==> src/rtl/id_ex_stage_reg.sv <==
// ID/EX pipeline register for the 5-stage RV32I core with load-use bubble insertion.
// Optional performance counters are enabled by defining ID_EX_PERF_EN.
module id_ex_stage_reg #(
  parameter int XLEN   = 32,
  parameter int REG_AW = 5,
  parameter int CTRL_W = 9
) (
  input  logic              clk,
  input  logic              rst_n,
  input  logic              id_valid,
  input  logic [CTRL_W-1:0] id_ctrl,
  input  logic [XLEN-1:0]   id_pc,
  input  logic [XLEN-1:0]   id_rs1_data,
  input  logic [XLEN-1:0]   id_rs2_data,
  input  logic [XLEN-1:0]   id_imm,
  input  logic [REG_AW-1:0] id_rs1,
  input  logic [REG_AW-1:0] id_rs2,
  input  logic [REG_AW-1:0] id_rd,
  input  logic [2:0]        id_funct3,
  input  logic              id_funct7b5,
  input  logic              flush,
  input  logic              ex_hold,
  output logic              id_stall,
  output logic              ex_valid,
  output logic [CTRL_W-1:0] ex_ctrl,
  output logic [XLEN-1:0]   ex_pc,
  output logic [XLEN-1:0]   ex_rs1_data,
  output logic [XLEN-1:0]   ex_rs2_data,
  output logic [XLEN-1:0]   ex_imm,
  output logic [REG_AW-1:0] ex_rs1,
  output logic [REG_AW-1:0] ex_rs2,
  output logic [REG_AW-1:0] ex_rd,
  output logic [2:0]        ex_funct3,
  output logic              ex_funct7b5
`ifdef ID_EX_PERF_EN
  ,
  output logic [31:0]       perf_bubble_cnt,
  output logic [31:0]       perf_flush_cnt,
  output logic [31:0]       perf_hold_cnt
`endif
);

  logic              load_use_s;
  logic              ex_valid_d, ex_valid_q;
  logic [CTRL_W-1:0] ex_ctrl_d, ex_ctrl_q;
  logic [XLEN-1:0]   ex_pc_d, ex_pc_q, ex_rs1_data_d, ex_rs1_data_q;
  logic [XLEN-1:0]   ex_rs2_data_d, ex_rs2_data_q, ex_imm_d, ex_imm_q;
  logic [REG_AW-1:0] ex_rs1_d, ex_rs1_q, ex_rs2_d, ex_rs2_q, ex_rd_d, ex_rd_q;
  logic [2:0]        ex_funct3_d, ex_funct3_q;
  logic              ex_funct7b5_d, ex_funct7b5_q;

  // Load in EX (memRead, bit 5) whose destination is a non-x0 source of the ID instruction.
  always_comb begin
    load_use_s = ex_valid_q & ex_ctrl_q[5] & (ex_rd_q != {REG_AW{1'b0}}) & id_valid &
                 ((ex_rd_q == id_rs1) | (ex_rd_q == id_rs2));
    id_stall   = ~flush & (ex_hold | load_use_s);
  end

  // Next EX bundle: flush > hold > load-use bubble > load; data fields hold on bubbles.
  always_comb begin
    ex_valid_d    = ex_valid_q;
    ex_ctrl_d     = ex_ctrl_q;
    ex_pc_d       = ex_pc_q;
    ex_rs1_data_d = ex_rs1_data_q;
    ex_rs2_data_d = ex_rs2_data_q;
    ex_imm_d      = ex_imm_q;
    ex_rs1_d      = ex_rs1_q;
    ex_rs2_d      = ex_rs2_q;
    ex_rd_d       = ex_rd_q;
    ex_funct3_d   = ex_funct3_q;
    ex_funct7b5_d = ex_funct7b5_q;
    if (flush) begin
      ex_valid_d = 1'b0;
      ex_ctrl_d  = {CTRL_W{1'b0}};
    end else if (ex_hold) begin
      ex_valid_d = ex_valid_q;
    end else if (load_use_s) begin
      ex_valid_d = 1'b0;
      ex_ctrl_d  = {CTRL_W{1'b0}};
    end else begin
      ex_valid_d    = id_valid;
      ex_ctrl_d     = id_valid ? id_ctrl : {CTRL_W{1'b0}};
      ex_pc_d       = id_pc;
      ex_rs1_data_d = id_rs1_data;
      ex_rs2_data_d = id_rs2_data;
      ex_imm_d      = id_imm;
      ex_rs1_d      = id_rs1;
      ex_rs2_d      = id_rs2;
      ex_rd_d       = id_rd;
      ex_funct3_d   = id_funct3;
      ex_funct7b5_d = id_funct7b5;
    end
  end

  // Stage register state.
  always_ff @(posedge clk or negedge rst_n) begin
    if (!rst_n) begin
      ex_valid_q    <= 1'b0;
      ex_ctrl_q     <= {CTRL_W{1'b0}};
      ex_pc_q       <= {XLEN{1'b0}};
      ex_rs1_data_q <= {XLEN{1'b0}};
      ex_rs2_data_q <= {XLEN{1'b0}};
      ex_imm_q      <= {XLEN{1'b0}};
      ex_rs1_q      <= {REG_AW{1'b0}};
      ex_rs2_q      <= {REG_AW{1'b0}};
      ex_rd_q       <= {REG_AW{1'b0}};
      ex_funct3_q   <= 3'd0;
      ex_funct7b5_q <= 1'b0;
    end else begin
      ex_valid_q    <= ex_valid_d;
      ex_ctrl_q     <= ex_ctrl_d;
      ex_pc_q       <= ex_pc_d;
      ex_rs1_data_q <= ex_rs1_data_d;
      ex_rs2_data_q <= ex_rs2_data_d;
      ex_imm_q      <= ex_imm_d;
      ex_rs1_q      <= ex_rs1_d;
      ex_rs2_q      <= ex_rs2_d;
      ex_rd_q       <= ex_rd_d;
      ex_funct3_q   <= ex_funct3_d;
      ex_funct7b5_q <= ex_funct7b5_d;
    end
  end

  assign ex_valid    = ex_valid_q;
  assign ex_ctrl     = ex_ctrl_q;
  assign ex_pc       = ex_pc_q;
  assign ex_rs1_data = ex_rs1_data_q;
  assign ex_rs2_data = ex_rs2_data_q;
  assign ex_imm      = ex_imm_q;
  assign ex_rs1      = ex_rs1_q;
  assign ex_rs2      = ex_rs2_q;
  assign ex_rd       = ex_rd_q;
  assign ex_funct3   = ex_funct3_q;
  assign ex_funct7b5 = ex_funct7b5_q;

`ifdef ID_EX_PERF_EN
  logic [31:0] perf_bubble_d, perf_bubble_q;
  logic [31:0] perf_flush_d, perf_flush_q;
  logic [31:0] perf_hold_d, perf_hold_q;

  // Wrapping event counters; flush masks both hold and bubble events.
  always_comb begin
    perf_bubble_d = perf_bubble_q;
    perf_flush_d  = perf_flush_q;
    perf_hold_d   = perf_hold_q;
    if (flush) begin
      perf_flush_d = perf_flush_q + 32'd1;
    end else if (ex_hold) begin
      perf_hold_d = perf_hold_q + 32'd1;
    end else if (load_use_s) begin
      perf_bubble_d = perf_bubble_q + 32'd1;
    end else begin
      perf_bubble_d = perf_bubble_q;
    end
  end

  // Counter state.
  always_ff @(posedge clk or negedge rst_n) begin
    if (!rst_n) begin
      perf_bubble_q <= 32'd0;
      perf_flush_q  <= 32'd0;
      perf_hold_q   <= 32'd0;
    end else begin
      perf_bubble_q <= perf_bubble_d;
      perf_flush_q  <= perf_flush_d;
      perf_hold_q   <= perf_hold_d;
    end
  end

  assign perf_bubble_cnt = perf_bubble_q;
  assign perf_flush_cnt  = perf_flush_q;
  assign perf_hold_cnt   = perf_hold_q;
`endif

endmodule

==> config.mk <==
export PLATFORM = sky130hd
export DESIGN_NAME = id_ex_stage_reg
export DESIGN_NICKNAME = d
export VERILOG_FILES = /design/src/rtl/id_ex_stage_reg.sv
export SDC_FILE = /design/constraint.sdc
export NUM_CORES = 1
export LEC_CHECK = 0
export CAP_MARGIN = 0
export CORE_MARGIN = 2
export CORE_UTILIZATION = 29
export DETAILED_ROUTE_END_ITERATION = 7
export PLACE_DENSITY_LB_ADDON = 0.08
export SYNTH_ARGS = -nofsm -noshare
export SYNTH_HDL_FRONTEND = slang
export SYNTH_SLANG_ARGS = --single-unit
==> constraint.sdc <==
create_clock -name clk -period 3.17 [get_ports clk]
set_input_delay 0.634 -clock clk [delete_from_list [all_inputs] [get_ports clk]]
set_output_delay 0.634 -clock clk [all_outputs]
set_load 0.05 [all_outputs]
==> results.cfg <==
[status]
status = finished clean

[yosys]
yosys_register_bits = 157
ys_warn_count = 0
synth_edf_count = 0
yosysSeqAreaShare_pct = 58.7
synth_xor_area_share_pct = 1.31
synthMuxAreaShare_pct = 32.0
synth_compound_area_share_pct = 2.52
synth_most_common_cell = dfrtp_1
synthArstFlopShare_pct = 100
synth-simple-area-share_pct = 0.767
synth.area.top_cells = dfrtp_1 59%, mux2_4 29%, buf_12 4.2%, mux2_2 2.9%, xnor2_1 1.3%
synth_cell_types = 22
syn_area_per_cell_um2 = 18.7
syn_inst = 357
synthesis.nets = 518
synth_fa_ha_area_share_pct = 0
synth_area_um2 = 6690
synth_top_family_by_area = multiplexers
yosysTopAreaCell = dfrtp_1
netlist_top_cells_count = 157 x dfrtp_1, 130 x mux2_4, 17 x mux2_2
ys.flop_type = dfrtp_1
yosysTopAreaCellShare_pct = 58.7

[finish]
drive_above_1_share_pct = 28.3
n_fill_cell = 1974
antenna_cells = 0
area_growth_syn_to_layout_pct = 59.6
nets = 850
final_cell_area_um2 = 10700

[routing]
antenna_left = 0
drtIter0Drc = 154
drt-total-wl_um = 18500
drtPass1Iterations = 4
drt-wirelength-per-cell_um = 18.7
vias = 4205
drc = 0
via_per_inst = 4.26

[setup_path]
startpoint_type = primary input
r2r_cells = 6
critPathMaxFanout = 3
required_ps = 2540
arrival_ps = 2110
critPathKind = in -> out
cp-end-kind = primary output

[clock_tree]
cts_sinks = 157
cts.clk_slew.worst_paths_ps = 60
cts.hold.buffers_added = 0
clock-root-buffer = clkbuf_16
cts_buffers = 17
postCtsSetupRepairBufs = 0
cts_tree = done
htreeDepth = 4
cts_resized = 0
clock_latency_ps = 420
clockBufferDepth = 2

[timing]
slew_headroom_pct = 44.6
fmax_mhz = 364
fin_ws_ps = 421
worst_pin_slew_ps = 830
period_needed_ps = 2750
slew_viol_final = 0
setup_viol = 0
period_share_pct = 86.7
finClkSkew_ps = 13.6
rsz0062_at_grt = no
hold_viol_final = 0
fin_setup_tns_ps = 0

[global_route]
grt_start_max_net_pins = 76
grt_pass1_vias = 4790
grt_use_total_pct = 15.5
grt_pass1_wl_um = 28600
antenna_found_initial = 0
grt_remaining_overflow = 0

[floorplanning]
fp.coreArea_um2 = 22600
die_h_um = 156
start_util_pct = 29.5
die_area_um2 = 24300
rows = 55
die_width_um = 156
ios = 319

[flow_run]
maxCapViolCount = 0

[placement]
port_buffers = 318
placed_area_um2 = 10100
dp_slack_ps = 372
gp_congestion = 0.733
place_hpwl_um = 13500

[power_and_ir_drop]
powerDensity_nw_per_um2 = 644
p_leak_nw = 4.58
vdd_ir_drop_max_uv = 252

[hold_path]
hold_path_class = in -> async
where the power goes:
group	internal, mW	switching (mW)	leakage [nW]	total (mW)
sequential	2.29	0.178	1.86	2.47
clock	1.06	0.884	0.262	1.95
combinational	1.06	1.41	2.46	2.46
total	4.40	2.47	4.58	6.88
layout by cell type (no fill, tap or decap), types with 2 or more instances in the layout:
cell type        netlist  final
dfrtp_1              157    157
clkbuf_8               0      2
a22o_1                 9      9
buf_4                  1      5
clkdlybuf4s50_1        0    316
nand3_2                2      2
clkinvlp_4             0      4
inv_1                  2      2
nor2_1                 2      2
buf_12                14      8
mux2_4               130    130
inv_6                  0      3
clkinv_4               0      4
mux2_2                17     17
nand2_1                2      2
xnor2_1               10     10
clkbuf_16              0     17
sequential cells by signal, indices dropped and copies added (netlist names):
signal	cells
ex_imm	32
ex_pc	32
ex_rs1_data	32
ex_rs2_data	32
ex_ctrl	9
ex_rd	5
ex_rs1	5
ex_rs2	5
ex_funct3	3
ex_funct7b5	1
ex_valid	1
worst max-delay path: stages:
cell             delay [ps]
clkdlybuf4s50_1         490
xnor2_1                 150
nand3_2                 120
o22ai_4                 260
a21oi_1                 100
nor2_1                  180
buf_12                  170
final timing paths:
| kind | slack (ps) | end | startpoint |
|---|---|---|---|
| setup / recovery | 420 | id_stall | id_rs1[4] |
| hold / removal | 150 | ex_rs2_data[0]$_DFFE_PN0P_ | rst_n |
| setup reg to reg | 900 | ex_pc[19]$_DFFE_PN0P_ | ex_rd[0]$_DFFE_PN0P_ |
| hold reg to reg | 500 | ex_ctrl[8]$_DFFE_PN0P_ | ex_ctrl[8]$_DFFE_PN0P_ |
| max in group asynchronous | 2180 | ex_imm[16]$_DFFE_PN0P_ | rst_n |
| min in group clk | 500 | ex_ctrl[8]$_DFFE_PN0P_ | ex_ctrl[8]$_DFFE_PN0P_ |
stage by stage:
| step | util, % | instances | hold slack, ps | power, mW |
|---|---|---|---|---|
| 5_1_grt | 47.2 | 987 | 150 | 7.18 |
| 4_1_cts | 47.2 | 987 | 142 | 6.98 |
| 3_3_place_gp | 44.7 | 955 | 485 | 4.96 |
| 3_5_place_dp | 44.7 | 955 | 485 | 4.98 |
| 6_report | 47.2 | 987 | 151 | 6.88 |
| 2_1_floorplan | - | 357 | 338 | 4.03 |
cells by family (layout without fill, tap and decap cells):
| kind of cell | Yosys count | in the layout |
|---|---|---|
| DFF | 157 | 157 |
| muxes | 147 | 147 |
| buffers and inverters | 19 | 364 |
| AOI/OAI and AO/OA | 15 | 15 |
| xor gates and xnor gates | 10 | 10 |
| and+or+nand+nor | 9 | 9 |
area by class of cell:
cell class,instances,area [um2],share of cell area [%]
multi-input cells,181,2450,23.0
clock inverters,12,103,0.961
well taps,285,357,3.34
flip-flops and latches,157,3930,36.8
inverters,2,7.51,0.0703
clock buffers,20,457,4.28
repair buffers,330,3370,31.6
layer usage:
metal | global-route usage, % | vias up | part of all wire [%]
met4 | 4.06 | 0 | 0.95
met1 | 18.6 | 2090 | 41
met3 | 6.56 | 12 | 9.2
li1 | - | 1924 | -
met5 | 0 | - | 0
met2 | 25.6 | 179 | 49
No activity file was read; power rests on OpenSTA's default activity.
